## config.mk

```make
export PLATFORM = sky130hd
export DESIGN_NAME = imu_tilt
export DESIGN_NICKNAME = d
export VERILOG_FILES = /design/src/rtl/imu_tilt.sv
export SDC_FILE = /design/constraint.sdc
export NUM_CORES = 1
export LEC_CHECK = 0
export CORE_MARGIN = 10
export CORE_UTILIZATION = 60
export DETAILED_ROUTE_END_ITERATION = 8
export PLACE_DENSITY = 0.87
export SYNTH_ARGS = -nofsm -noshare
export SYNTH_HDL_FRONTEND = slang
export SYNTH_SLANG_ARGS = --single-unit
```

## constraint.sdc

```tcl
create_clock -name clk -period 14.1 [get_ports clk]
set_input_delay 2.82 -clock clk [delete_from_list [all_inputs] [get_ports clk]]
set_output_delay 2.82 -clock clk [all_outputs]
set_load 0.05 [all_outputs]
```

## src/rtl/imu_tilt.sv

```systemverilog
// Tilt classifier for the IMU reader's 96-bit sample word: detects fresh samples,
// smooths accel x/y with an EMA and emits a debounced, hysteretic direction code.
module imu_tilt #(
    parameter int SHIFT  = 2,
    parameter int THRESH = 4000,
    parameter int HYST   = 1000,
    parameter int STABLE = 3
) (
    input  logic               clk,
    input  logic               reset,
    input  logic [95:0]        imu_data,
    output logic signed [15:0] avg_x,
    output logic signed [15:0] avg_y,
    output logic [2:0]         dir,
    output logic               sample_tick
);

    localparam logic [2:0] D_CENTER = 3'd0;
    localparam logic [2:0] D_LEFT   = 3'd1;
    localparam logic [2:0] D_RIGHT  = 3'd2;
    localparam logic [2:0] D_UP     = 3'd3;
    localparam logic [2:0] D_DOWN   = 3'd4;

    localparam logic signed [16:0] L_TH     = 17'(THRESH);
    localparam logic signed [16:0] L_HT     = 17'(THRESH - HYST);
    localparam logic [3:0]         L_STABLE = 4'(STABLE);

    typedef enum logic {S_IDLE, S_EVAL} state_t;

    state_t             r_state;
    state_t             w_state_nx;
    logic [95:0]        r_prev;
    logic               r_primed;
    logic signed [15:0] r_avg_x;
    logic signed [15:0] r_avg_y;
    logic               r_tick;
    logic [2:0]         r_dir;
    logic [2:0]         r_pend;
    logic [3:0]         r_cnt;

    logic               w_new;
    logic signed [15:0] w_sx;
    logic signed [15:0] w_sy;
    logic signed [16:0] w_ax17;
    logic signed [16:0] w_ay17;
    logic [16:0]        w_mag_x;
    logic [16:0]        w_mag_y;
    logic               w_x_dom;
    logic signed [16:0] w_dom;
    logic               w_held;
    logic [2:0]         w_cand;
    logic [2:0]         w_pend_nx;
    logic [3:0]         w_cnt_nx;
    logic [2:0]         w_dir_nx;

    // Difference is taken at 17 bits; the step never exceeds it, so the 16-bit sum is exact.
    function automatic logic signed [15:0] ema(input logic signed [15:0] avg,
                                               input logic signed [15:0] s);
        logic signed [16:0] diff;
        diff = 17'(s) - 17'(avg);
        return avg + 16'(diff >>> SHIFT);
    endfunction

    function automatic logic [16:0] mag(input logic signed [15:0] v);
        logic signed [16:0] e;
        e = 17'(v);
        return (e < 0) ? 17'(-e) : 17'(e);
    endfunction

    assign w_new = (imu_data != r_prev);
    assign w_sx  = imu_data[47:32];
    assign w_sy  = imu_data[31:16];

    // Sample capture and EMA; a back-to-back sample updates here while EVAL reads the old averages.
    always_ff @(posedge clk) begin
        if (reset) begin
            r_prev   <= '0;
            r_primed <= 1'b0;
            r_avg_x  <= '0;
            r_avg_y  <= '0;
            r_tick   <= 1'b0;
        end else begin
            r_tick <= w_new;
            if (w_new) begin
                r_prev   <= imu_data;
                r_primed <= 1'b1;
                r_avg_x  <= r_primed ? ema(r_avg_x, w_sx) : w_sx;
                r_avg_y  <= r_primed ? ema(r_avg_y, w_sy) : w_sy;
            end
        end
    end

    assign w_ax17  = 17'(r_avg_x);
    assign w_ay17  = 17'(r_avg_y);
    assign w_mag_x = mag(r_avg_x);
    assign w_mag_y = mag(r_avg_y);

    always_comb begin
        case (r_dir)
            D_RIGHT: w_held = (w_ax17 >  L_HT);
            D_LEFT:  w_held = (w_ax17 < -L_HT);
            D_UP:    w_held = (w_ay17 >  L_HT);
            D_DOWN:  w_held = (w_ay17 < -L_HT);
            default: w_held = 1'b0;
        endcase
    end

    // Ties in magnitude go to the x axis.
    always_comb begin
        w_x_dom = (w_mag_x >= w_mag_y);
        w_dom   = w_x_dom ? w_ax17 : w_ay17;
        if (w_held)
            w_cand = r_dir;
        else if (w_dom > L_TH)
            w_cand = w_x_dom ? D_RIGHT : D_UP;
        else if (w_dom < -L_TH)
            w_cand = w_x_dom ? D_LEFT : D_DOWN;
        else
            w_cand = D_CENTER;
    end

    always_ff @(posedge clk) begin
        if (reset)
            r_state <= S_IDLE;
        else
            r_state <= w_state_nx;
    end

    always_comb begin
        w_state_nx = r_state;
        case (r_state)
            S_IDLE:  w_state_nx = w_new ? S_EVAL : S_IDLE;
            S_EVAL:  w_state_nx = w_new ? S_EVAL : S_IDLE;
            default: w_state_nx = S_IDLE;
        endcase
    end

    always_comb begin
        w_pend_nx = r_pend;
        w_cnt_nx  = r_cnt;
        w_dir_nx  = r_dir;
        if (r_state == S_EVAL) begin
            if (w_cand == r_pend) begin
                w_cnt_nx = (r_cnt >= L_STABLE) ? L_STABLE : r_cnt + 4'd1;
            end else begin
                w_pend_nx = w_cand;
                w_cnt_nx  = 4'd1;
            end
            if ((w_cnt_nx >= L_STABLE) && (w_pend_nx != r_dir))
                w_dir_nx = w_pend_nx;
        end
    end

    always_ff @(posedge clk) begin
        if (reset) begin
            r_pend <= D_CENTER;
            r_cnt  <= '0;
            r_dir  <= D_CENTER;
        end else begin
            r_pend <= w_pend_nx;
            r_cnt  <= w_cnt_nx;
            r_dir  <= w_dir_nx;
        end
    end

    assign avg_x       = r_avg_x;
    assign avg_y       = r_avg_y;
    assign dir         = r_dir;
    assign sample_tick = r_tick;

endmodule

```

==> run metrics <==
Cell Chain, Critical Path clkdlybuf4s50_1 > ha_1 > a21o_1 > a31oi_1 > o21ai_1 > o21a_1 > o21a_1 > nor2_1 > nor2b_1 > o21a_1 > nor2_1 > xnor2_1 > ha_1 > and2_1 > o21ai_0 > o21ai_0 > o41ai_1 > o21ai_0 > xor2_1 > mux2i_1 > a211oi_1; synth cell count leaders 140 x dfxtp_1, 103 x nor2b_1, 95 x xnor2_1, 86 x nor2_1, 80 x ha_1; share of synthesized area occupied by flip-flops and latches 0.2977; IO buf count roughly 130; clock-pin slew on the worst setup and hold paths around 0.060 ns; final wirelength 24570 um; vias per std cell 5.747; total of max-cap violations 0; RSZ-0062 raised after global routing false; internal power 1.489 mW; Total GRT Usage 0.2282; Final WS setup ~7.1 ns; share of cells above drive strength 1 0.06010; CP max stage cell clkdlybuf4s50_1; Layout Utilization 0.7518; Worst setup SP type primary input; Initial Util 0.6148; CP required 14.44 ns; largest net degree at the start of global routing 79; Max IR drop VDD approximately 0.00017 V; clk sinks 140; Nets between 1k and 1.5k; Worst Path Buf+Inv 1; Hold Vio Cnt, Final 0; initial antenna violation count 0; setup_tns 0 ns; Residual DRC 0; Post-synth ARST share 0; RePlAce Congestion roughly 0.9; GR Overflow Total 0; max_slew headroom 0.3107; Antenna Nets Post-Route 0; CTS Buffer Depth 2; Sw Share 0.4513; synth unique cells 80; total CTS buffers 17; post-synthesis register bit count between 100 and 150; pre-CTS setup slack ~6.8 ns; min cycle time layout around 7 ns; WL/cell 17.44 um; Yosys warnings 0; final period utilization 0.4972; Skew-Pair Late Insertion Delay 0.43 ns; n_diodes 0; setup violators final 0; Main synth FF type dfxtp_1; outcome finished clean; Post-synth EDFFs 0; CP Class in -> reg; Worst setup EP type flop; fmax roughly 140 MHz; Synth area leaders dfxtp_1 30%, ha_1 11%, xnor2_1 8.8%; core area about 15000 um2; CTS Root Cell clkbuf_16; syn_nets around 1.2k; P_sw between 1 and 1.5 mW; Post-Synthesis Cells 1067; Syn Std Cell Area about 9400 um2; routed vias roughly 8.1k; DRT iter0 DRCs 567; vias in the first global route ~8.0k; share of power burned in registers 0.212; Die Y around 150 um; Worst-Margin Slew just over 1 ns; LEAKAGE between 4 and 5 nW; HP Class reg -> reg; Worst EP arrival roughly 7.4 ns; Syn Area/Cell between 8 and 9 um2; CP top delay family compound AO/OA/AOI/OAI gates; FP Rows between 40 and 50; share of the synthesized area in the top cell type 0.2977; global-route wire length before repair slightly above 40000 um; area delta synth->final 22.29%; P per Cell Area roughly 240 nW/um2; Setup Skew around 0.011 ns; crit-path max cell delay 0.47 ns; I/O Pins approximately 130; most numerous cell in the Yosys netlist dfxtp_1; total setup buffers inserted after CTS 0; die area 21100 um2; DRT Pass-1 Iters 7; Critical Path Fanout Max 5; Clock Power Share 0.179; H-tree level count 4; fraction of power consumed by combinational cells 0.609; chip width roughly 150 um; Max Slew Vio Count 0; cts-stage hold buffer count 0; CTS resizes 0; hpwl dp roughly 18000 um; TritonCTS clock tree done; Yosys top cell by area dfxtp_1
-- through the flow --
stage / cell area [um2] / power (mW) / hold slack, ns / instances
2_1_floorplan: 9415 / 1.849 / 0.4500 / 1067
3_3_place_gp: 10880 / 2.150 / 0.4610 / 1377
3_5_place_dp: 10880 / 2.199 / 0.4634 / 1377
4_1_cts: 11510 / 2.703 / 0.4776 / 1409
5_1_grt: 11510 / 2.924 / 0.5024 / 1409
6_report: 11510 / 2.714 / 0.4752 / 1409
-- power by group through the flow --
stage          Clock (mW)  Sequential, mW  Combinational (mW)
2_1_floorplan           0           0.663                1.19
3_3_place_gp            0           0.576                1.57
3_5_place_dp            0           0.578                1.62
4_1_cts             0.491           0.570                1.64
5_1_grt             0.507           0.585                1.83
6_report            0.487           0.575                1.65
-- routing by layer --
metal  up-vias  global-route usage  wire [um]
li1       4001                   -          -
met1      3754              0.2823      10530
met2       287              0.3805      11750
met3        55             0.04688       1517
met4         0             0.08948        772
met5         -                   0          0
-- cells in the final DEF, fill, tap and decap left out, types with 6 or more instances in the layout --
cell	instances
mux2i_1	29
a211oi_1	34
nor2b_1	103
dfxtp_1	139
xor2_1	79
nor3_1	17
or3_1	8
a21oi_1	45
nor2_1	86
nand3_1	18
nand2_1	32
nand4_1	13
ha_1	80
clkbuf_16	17
o21bai_1	6
inv_1	46
a21o_1	19
o31ai_1	8
clkdlybuf4s50_1	132
nor4_1	23
a31oi_1	7
o21ai_0	34
o21a_1	9
nand2b_1	8
xnor2_1	95
-- cell type report --
cell class	instances	area, um2
multi-input combinational	844	6287
timing repair buffer	135	1344
sequential	140	2804
clock buffer	18	439.2
tap	211	264.0
fill	1107	3801
inverter	47	176.4
clock inverter	14	198.9
-- registers in the layout (all words and copies together), names as in the netlist --
| register | count |
|---|---|
| avg_x | 16 |
| avg_y | 16 |
| dir | 3 |
| r_cnt | 4 |
| r_pend | 3 |
| r_prev | 96 |
| r_primed | 1 |
| sample_tick | 1 |
-- path summary, 6_finish.rpt --
path | start | to | slack [ns] | cells after the start
hold / removal | r_cnt[2]$_SDFFE_PP0P_ | r_cnt[2]$_SDFFE_PP0P_ | 0.48 | 1
setup reg to reg | avg_y[2]$_SDFFE_PP0P_ | avg_y[14]$_SDFFE_PP0P_ | 9.36 | 21
setup / recovery | imu_data[18] | avg_y[14]$_SDFFE_PP0P_ | 7.09 | 21
hold reg to reg | r_cnt[2]$_SDFFE_PP0P_ | r_cnt[2]$_SDFFE_PP0P_ | 0.48 | 1
-- kinds of logic (layout without fill, tap and decap cells) --
group,count (synthesis),in the layout,share of synthesized area
multiplexers,31,31,0.03322
AO/OA/AOI/OAI,220,220,0.1676
XOR/XNOR,174,174,0.1619
flip-flops,140,140,0.2977
buffers and inverters,83,214,0.03508
other,2,2,0.0007976
AND/OR/NAND/NOR,335,335,0.1932
adder cells (fa/ha/maj),82,82,0.1106
No activity file was read; power rests on OpenSTA's default activity.
